===== src/rtl/dec_entry.sv =====
// Keypad decimal entry: collects signed decimal digits for display, then converts
// them on enter to a width-bit two's-complement operand with a range flag.
module dec_entry #(
    parameter int width  = 6,
    parameter int digits = 2
) (
    input  logic                  clk,
    input  logic                  rst,
    input  logic                  key_valid,
    input  logic [3:0]            key_code,
    output logic                  key_ready,
    output logic [4*digits-1:0]   bcd,
    output logic [3:0]            bcd_sgn,
    output logic [width-1:0]      bin,
    output logic                  bin_valid,
    output logic                  err
);

    localparam int ACC_W = $clog2(10**digits);
    localparam int CNT_W = $clog2(digits + 1);
    localparam int IDX_W = (digits > 1) ? $clog2(digits) : 1;
    localparam int CMP_W = ((ACC_W > width) ? ACC_W : width) + 1;
    localparam logic [CMP_W-1:0] POS_MAX = CMP_W'((2**(width-1)) - 1);
    localparam logic [CMP_W-1:0] NEG_MAX = CMP_W'(2**(width-1));

    typedef enum logic [1:0] {ENTRY, CONV, DONE} state_t;

    state_t               state, state_next;
    logic [CNT_W-1:0]     count, count_next;
    logic                 sign, sign_next;
    logic [4*digits-1:0]  digit_buf, digit_buf_next;
    logic [4*digits-1:0]  lat_buf, lat_buf_next;
    logic                 lat_sign, lat_sign_next;
    logic [ACC_W-1:0]     acc, acc_next;
    logic [IDX_W-1:0]     idx, idx_next;
    logic [width-1:0]     bin_next;
    logic                 err_next;

    logic [CMP_W-1:0]     acc_ext;
    logic [width-1:0]     acc_w;
    logic                 range_err;
    logic [width-1:0]     signed_val;

    // Unentered positions are blanked; an empty entry still shows a single zero.
    function automatic logic [4*digits-1:0] display(input logic [CNT_W-1:0] cnt,
                                                    input logic [4*digits-1:0] dbuf);
        logic [4*digits-1:0] d;
        d = '1;
        for (int i = 0; i < digits; i++) begin
            if (i < int'(cnt)) d[4*i +: 4] = dbuf[4*i +: 4];
        end
        if (cnt == '0) d[3:0] = 4'h0;
        return d;
    endfunction

    assign acc_ext    = CMP_W'(acc);
    assign acc_w      = width'(acc);
    assign range_err  = lat_sign ? (acc_ext > NEG_MAX) : (acc_ext > POS_MAX);
    assign signed_val = lat_sign ? ({width{1'b0}} - acc_w) : acc_w;

    always_ff @(posedge clk) begin
        if (rst) state <= ENTRY;
        else     state <= state_next;
    end

    always_comb begin
        state_next     = state;
        count_next     = count;
        sign_next      = sign;
        digit_buf_next = digit_buf;
        lat_buf_next   = lat_buf;
        lat_sign_next  = lat_sign;
        acc_next       = acc;
        idx_next       = idx;
        bin_next       = bin;
        err_next       = err;
        case (state)
            ENTRY: begin
                if (key_valid) begin
                    if (key_code <= 4'd9) begin
                        if (count < CNT_W'(digits)) begin
                            digit_buf_next      = digit_buf << 4;
                            digit_buf_next[3:0] = key_code;
                            count_next          = count + 1'b1;
                        end
                    end else begin
                        case (key_code)
                            4'hA: sign_next = ~sign;
                            4'hC: begin
                                count_next     = '0;
                                sign_next      = 1'b0;
                                digit_buf_next = '0;
                            end
                            4'hE: begin
                                lat_buf_next  = digit_buf;
                                lat_sign_next = sign;
                                acc_next      = '0;
                                idx_next      = '0;
                                state_next    = CONV;
                            end
                            default: ;
                        endcase
                    end
                end
            end
            CONV: begin
                // Multiply by ten as shift-and-add, consuming the top nibble each cycle.
                acc_next     = (acc << 3) + (acc << 1) + ACC_W'(lat_buf[4*digits-1 -: 4]);
                lat_buf_next = lat_buf << 4;
                idx_next     = idx + 1'b1;
                if (idx == IDX_W'(digits - 1)) state_next = DONE;
            end
            DONE: begin
                err_next       = range_err;
                bin_next       = range_err ? '0 : signed_val;
                count_next     = '0;
                sign_next      = 1'b0;
                digit_buf_next = '0;
                state_next     = ENTRY;
            end
            default: state_next = ENTRY;
        endcase
    end

    // Outputs are registered from the next-state values so they track state without lag.
    always_ff @(posedge clk) begin
        if (rst) begin
            count     <= '0;
            sign      <= 1'b0;
            digit_buf <= '0;
            lat_buf   <= '0;
            lat_sign  <= 1'b0;
            acc       <= '0;
            idx       <= '0;
            bin       <= '0;
            err       <= 1'b0;
            bin_valid <= 1'b0;
            key_ready <= 1'b1;
            bcd       <= display('0, '0);
            bcd_sgn   <= 4'hF;
        end else begin
            count     <= count_next;
            sign      <= sign_next;
            digit_buf <= digit_buf_next;
            lat_buf   <= lat_buf_next;
            lat_sign  <= lat_sign_next;
            acc       <= acc_next;
            idx       <= idx_next;
            bin       <= bin_next;
            err       <= err_next;
            bin_valid <= (state == DONE);
            key_ready <= (state_next == ENTRY);
            bcd       <= display(count_next, digit_buf_next);
            if (state_next == ENTRY) bcd_sgn <= sign_next ? 4'hA : 4'hF;
            else                     bcd_sgn <= lat_sign_next ? 4'hA : 4'hF;
        end
    end

endmodule


===== config.mk =====
export PLATFORM = sky130hd
export DESIGN_NAME = dec_entry
export DESIGN_NICKNAME = d
export VERILOG_FILES = /design/src/rtl/dec_entry.sv
export SDC_FILE = /design/constraint.sdc
export NUM_CORES = 1
export LEC_CHECK = 0
export CAP_MARGIN = 25
export CELL_PAD_IN_SITES_DETAIL_PLACEMENT = 1
export CELL_PAD_IN_SITES_GLOBAL_PLACEMENT = 1
export CORE_AREA = 2 2 82 84
export DETAILED_ROUTE_END_ITERATION = 8
export DIE_AREA = 0 0 84 86
export DONT_BUFFER_PORTS = 1
export GPL_TIMING_DRIVEN = 0
export MAX_ROUTING_LAYER = met4
export PLACE_DENSITY_LB_ADDON = 0.1
export SLEW_MARGIN = 20
export SYNTH_ARGS = -nofsm -noshare
export SYNTH_HDL_FRONTEND = slang
export SYNTH_SLANG_ARGS = --single-unit

===== constraint.sdc =====
create_clock -name clk -period 2.43 [get_ports clk]
set_clock_uncertainty 0.1 [all_clocks]
set_input_delay 0.6075 -clock clk [delete_from_list [all_inputs] [get_ports clk]]
set_output_delay 0.6075 -clock clk [all_outputs]
set_load 0.02 [all_outputs]

======== Word-level counts from Yosys, hierarchy flattened ========
Index checks and enable logic that the tools add are counted.
storage, ports and cells
  logic and storage cells ................. 85
  bits in registers ....................... 51
operators by class
  muxes and demuxes ....................... 42
  bitwise operators ....................... 2
  equality and inequality tests ........... 8
  $add $sub $neg .......................... 5
  magnitude comparators ................... 6
  reduce and logical (&&, ||, !) cells .... 7
operators with widths
  kind                                                            count
  two-way mux 8 bit                                               7
  case mux 8 bit (2 select lines)                                 2
  two-way mux 7 bit                                               3
  two-way mux 2 bit                                               8
  case mux 7 bit (2 select lines)                                 1
  equality test 4 bit (second input constant)                     3
  two-way mux 6 bit                                               2
  two-way mux 1 bit                                               10
  two-way mux 3 bit                                               3
  case mux 2 bit (2 select lines)                                 2
  adder 7 x 4 -> 7 bit                                            1
  adder 7 bit                                                     1
  greater-than comparator 7 x 5 -> 1 bit (second input constant)  1
  greater-than comparator 7 x 6 -> 1 bit (second input constant)  1
  logical NOT 2 bit                                               3
  case mux 1 bit (2 select lines)                                 3
  subtractor 1 x 6 -> 6 bit (first input constant)                1
  less-or-equal comparator 4 bit (second input constant)          1
  < comparator 1 x 2 -> 1 bit (first input constant)              2
  two-way mux 4 bit                                               1
  inequality test 2 bit (second input constant)                   2
  AND reduction 4 bit                                             1
  OR reduction 2 bit                                              2
  adder 2 x 1 -> 2 bit (second input constant)                    1
  other kinds (7)                                                 8

======== Depth between registers and ports, before layout ========
  depth in word-level cells ............... 8
  gate-level depth with buffers ........... 8
  depth with buffers taken out ............ 8

======== Least setup slack after synthesis ========
OpenSTA, ideal clock, no wires.
  path kind ............................... register to register
  start ................................... register acc[0]
  end ..................................... register acc[6]
  arrival ................................. 2.099 ns
  data required time ...................... 2.238 ns
  path buffers ............................ 0
  stages on the path, launching flop included .. 9
  path slack .............................. 0.139 ns
  cells stage by stage .................... dfxtp_1 > inv_1 > fa_1 > inv_1 > fa_1 > a21o_1 > a21oi_1 > xnor2_1 > o32ai_1
on the way
  cells in the longest elaborated chain, start to end .. 3
ends and longest elaborated chain
  item                             RTL line  text
  start, declared                  34        logic [ACC_W-1:0] acc, acc_next;
  start signal, assigned           147       acc <= acc_next;
  adder 7 bit                      108       acc_next = (acc << 3) + (acc << 1) + ACC_W'(lat_buf[4*digits-1 -: 4]);
  adder 7 x 4 -> 7 bit             108
  case mux 7 bit (2 select lines)  77        case (state)
No other way between the ends.
A chain may end at the register's enable or synchronous reset.

======== Final worst setup path ========
  start ................................... register lat_buf[7]
  end ..................................... register acc[6]
on the way
  cells in the longest elaborated chain, start to end .. 2
ends and longest elaborated chain
  item                             RTL line  text
  start, declared                  32        logic [4*digits-1:0] lat_buf, lat_buf_next;
  start signal, assigned           145       lat_buf <= lat_buf_next;
  adder 7 x 4 -> 7 bit             108
  case mux 7 bit (2 select lines)  77
No other way between the ends.

==> insert_results.sql <==
INSERT INTO impl_metrics (metric_group, metric, value, unit) VALUES
('flow_run', 'max-cap-violations', '0', ''),
('placed_design', 'placed_area', '2490', 'um^2'),
('detailed_routing', 'drc_violations_left', '0', ''),
('global_routing', 'grt_pass1_wl', '10.40', 'mm'),
('detailed_routing', 'drt_pass1_iterations', '4', ''),
('power_and_ir_drop', 'share_comb_of_total_power', '7.4', '%'),
('min_path', 'hold_path_startpoint', 'lat_buf[4]$_SDFFE_PP0P_', ''),
('power_and_ir_drop', 'total_switching_power', '0.3820', 'mW'),
('worst_setup_path', 'criticalPathCategory', 'reg -> reg', ''),
('worst_setup_path', 'critical_path_peak_fanout', '2', ''),
('clock_tree', 'tritoncts.num_buffers', '5', ''),
('clock_tree', 'cts-root-to-sink-buffers', '2', ''),
('clock_tree', 'count_of_clock_tree_sinks', '48', ''),
('worst_setup_path', 'crit_path_start', 'lat_buf[7]$_SDFFE_PP0P_', ''),
('timing', 'timing.fmax', '0.4357', 'GHz'),
('synth', 'ys.flop_type', 'dfxtp_1', ''),
('timing', 'report.final.slew_viol_count', '0', ''),
('floorplanning', 'ioPinCount', '28', ''),
('worst_setup_path', 'timing.rr.start', 'lat_buf[7]$_SDFFE_PP0P_', ''),
('clock_tree', 'clk_pin_slew_worst_paths', '0.10', 'ns'),
('power_and_ir_drop', 'clkPwrFrac', '39.1', '%'),
('final_layout', 'layout.cell_area.non_filler', '2623', 'um^2'),
('final_layout', 'multi_input_area', '1280', 'um^2'),
('synth', 'async_reset_ff_share', '0', '%'),
('final_layout', 'layout-area-overhead-vs-synth', '9.738', '%'),
('final_layout', 'register_area', '968.4', 'um^2'),
('worst_setup_path', 'worstRegToRegCells', '8', ''),
('detailed_routing', 'detail-route-antenna-nets', '0', ''),
('min_path', 'worstHoldPathCells', '2', ''),
('final_layout', 'postLayoutCoreUtil', '41.78', '%'),
('power_and_ir_drop', 'switching_share', '24.94', '%'),
('floorplanning', 'core', '6277', 'um^2'),
('final_layout', 'drive_above_1_share', '10.88', '%'),
('clock_tree', 'post_cts_hold_buffer_count', '0', ''),
('synth', 'ys_types', '53', ''),
('global_routing', 'antenna_violations_before_repair', '0', ''),
('floorplanning', 'placement_rows', '29', ''),
('final_layout', 'final_common_cell', 'dfxtp_1', ''),
('floorplanning', 'initial_utilization', '38.07', '%'),
('synth', 'synth_edf_count', '0', ''),
('timing', 'final_count_of_hold_timing_violations', '0', ''),
('final_layout', 'finish.net_count', '304', ''),
('min_path', 'hp-class', 'reg -> reg', ''),
('min_path', 'hold-path-endpoint', 'acc[0]$_SDFFE_PP0P_', ''),
('worst_setup_path', 'slowest_cell_on_the_critical_path', 'fa_1', ''),
('clock_tree', 'cts_root_buf', 'clkbuf_8', ''),
('global_routing', 'grt_start_max_net_pins', '17', ''),
('timing', 'timing.final.crit_share', '94.44', '%'),
('detailed_routing', 'final_wirelength', '6.182', 'mm'),
('detailed_routing', 'detailedRoute.firstIterationViolations', '55', ''),
('final_layout', 'n_antenna_cell', '0', ''),
('worst_setup_path', 'cell_repeated_most_along_the_worst_path', 'inv_1', ''),
('worst_setup_path', 'rr_endpoint', 'acc[6]$_SDFFE_PP0P_', ''),
('synth', 'synth_sequential_area_ratio', '40.21', '%'),
('final_layout', 'final.fill_count', '764', ''),
('worst_setup_path', 'arrival', '2.42', 'ns'),
('power_and_ir_drop', 'pwr-share-seq', '53.5', '%'),
('detailed_routing', 'via_density', '5.514', ''),
('synth', 'gate_count_after_technology_mapping', '275', ''),
('detailed_routing', 'routed_len_inst', '17.08', 'um'),
('timing', 'min_period', '2.295', 'ns'),
('final_layout', 'layout.cells.most_common_list', 'dfxtp_1 (46), nand2_1 (35), a21oi_1 (23), nand3_1 (17), o21ai_0 (14)', ''),
('status', 'outcome', 'complete, no violations', ''),
('timing', 'slew_headroom', '47.80', '%'),
('power_and_ir_drop', 'internal_power', '1.149', 'mW'),
('placed_design', 'hpwl', '4.642', 'mm'),
('synth', 'postSynthAreaPerCell', '8.690', 'um^2'),
('placed_design', 'io_buffer_count', '0', ''),
('power_and_ir_drop', 'cellLeakagePower', '0.9902', 'nW'),
('worst_setup_path', 'reg2reg_slack', '0.14', 'ns'),
('timing', 'rsz_0062_raised_after_global_routing', 'false', '');
==> area by class of cell <==
class | instances | share of cell area (%)
plain buffers | 22 | 4.342
clock buffers | 5 | 2.624
clock inverters | 3 | 1.765
inverters | 11 | 1.574
multi-input cells | 195 | 48.81
flip-flops and latches | 48 | 36.93
well taps | 77 | 3.674
repair buffers | 1 | 0.2863
==> stage by stage <==
| stage | hold WS [ns] | instances | total power [mW] | setup slack (ns) | TNS (ns) |
|---|---|---|---|---|---|
| CTS | 0.3559 | 362 | 1.551 | 0.02518 | 0 |
| global placement | 0.3431 | 353 | 0.9532 | -0.1327 | -0.1327 |
| finish | 0.3561 | 362 | 1.531 | 0.1350 | 0 |
| floorplan | 0.3322 | 276 | 0.9228 | 0.1391 | 0 |
| detailed placement | 0.3461 | 353 | 0.9547 | -0.1596 | -0.1651 |
| global route | 0.3767 | 362 | 1.594 | 0.05632 | 0 |
==> worst max-delay path: cells and delay by family, from the launching register on <==
family	cells	cell delay [ns]
buf+inv	2	0.14
xor+xnor	1	0.10
compound gates	3	0.57
flops	1	0.35
fa+ha+maj	2	0.93
==> registers in the layout, summed over array words and instances (netlist names), 2 cells and up <==
name       cells
acc            7
count          2
digit_buf      8
bin            6
bcd            8
state          2
lat_buf        8
==> Yosys cell counts, types with 3 or more instances <==
library cell / number / share of area, %
dfxtp_1: 48 / 40
nand2_1: 35 / 5.5
a21oi_1: 23 / 4.8
nand3_1: 17 / 3.6
o21ai_0: 14 / 2.9
ha_1: 11 / 5.8
inv_1: 11 / 1.7
nor2_1: 10 / 1.6
clkbuf_1: 9 / 1.4
a32o_1: 6 / 2.5
buf_2: 6 / 1.3
nor3_1: 6 / 1.3
a31oi_1: 5 / 1.3
a32oi_1: 5 / 1.8
xnor2_1: 5 / 1.8
and2_1: 4 / 1.0
buf_4: 4 / 1.3
nor2b_1: 4 / 1.0
o31ai_1: 4 / 1.3
nand2b_1: 3 / 0.79
xor2_1: 3 / 1.1
==> repair_timing <==
| item | 4_1_cts | 5_1_grt |
|---|---|---|
| resized for setup | 3 | 2 |
| pin swaps | 0 | 0 |
| setup buffers | 1 | 0 |
| endpoints found under the setup margin | 2 | 1 |
==> power by group through the flow <==
stage | Clock, mW | Combinational, mW | Sequential, mW
6_report | 0.598 | 0.113 | 0.820
5_1_grt | 0.643 | 0.128 | 0.822
3_3_place_gp | 0 | 0.113 | 0.841
2_1_floorplan | 0 | 0.0867 | 0.836
3_5_place_dp | 0 | 0.114 | 0.841
4_1_cts | 0.615 | 0.114 | 0.822
==> metal layers <==
layer	share of wire (%)	vias up	global-route usage [%]	wire [um]
met1	46	965	22.48	2862
met4	1.7	0	5.718	104
met5	0	-	-	0
li1	-	993	-	-
met3	2.3	10	2.984	143
met2	50	28	32.36	3070
==> cell families after synthesis <==
logic type	count (synthesis)	synth area share, %
AOI/OAI and AO/OA	74	21.20
xor gates and xnor gates	8	2.932
adders and majority gates	13	7.435
buffers and inverters	33	6.492
DFF	48	40.21
muxes	1	0.4189
other	1	0.1569
and+or+nand+nor	97	21.15
==> how the worst max path moves through the flow <==
stage	end	slack, ns	cells past startpoint
after global routing	acc[6]$_SDFFE_PP0P_	0.06	8
after detailed placement	acc[6]$_SDFFE_PP0P_	-0.16	8
final	acc[6]$_SDFFE_PP0P_	0.14	8
after global placement	acc[6]$_SDFFE_PP0P_	-0.13	8
after floorplan	acc[6]$_SDFFE_PP0P_	0.14	8
after CTS	acc[6]$_SDFFE_PP0P_	0.03	8
(Power assumes the default switching activity.)
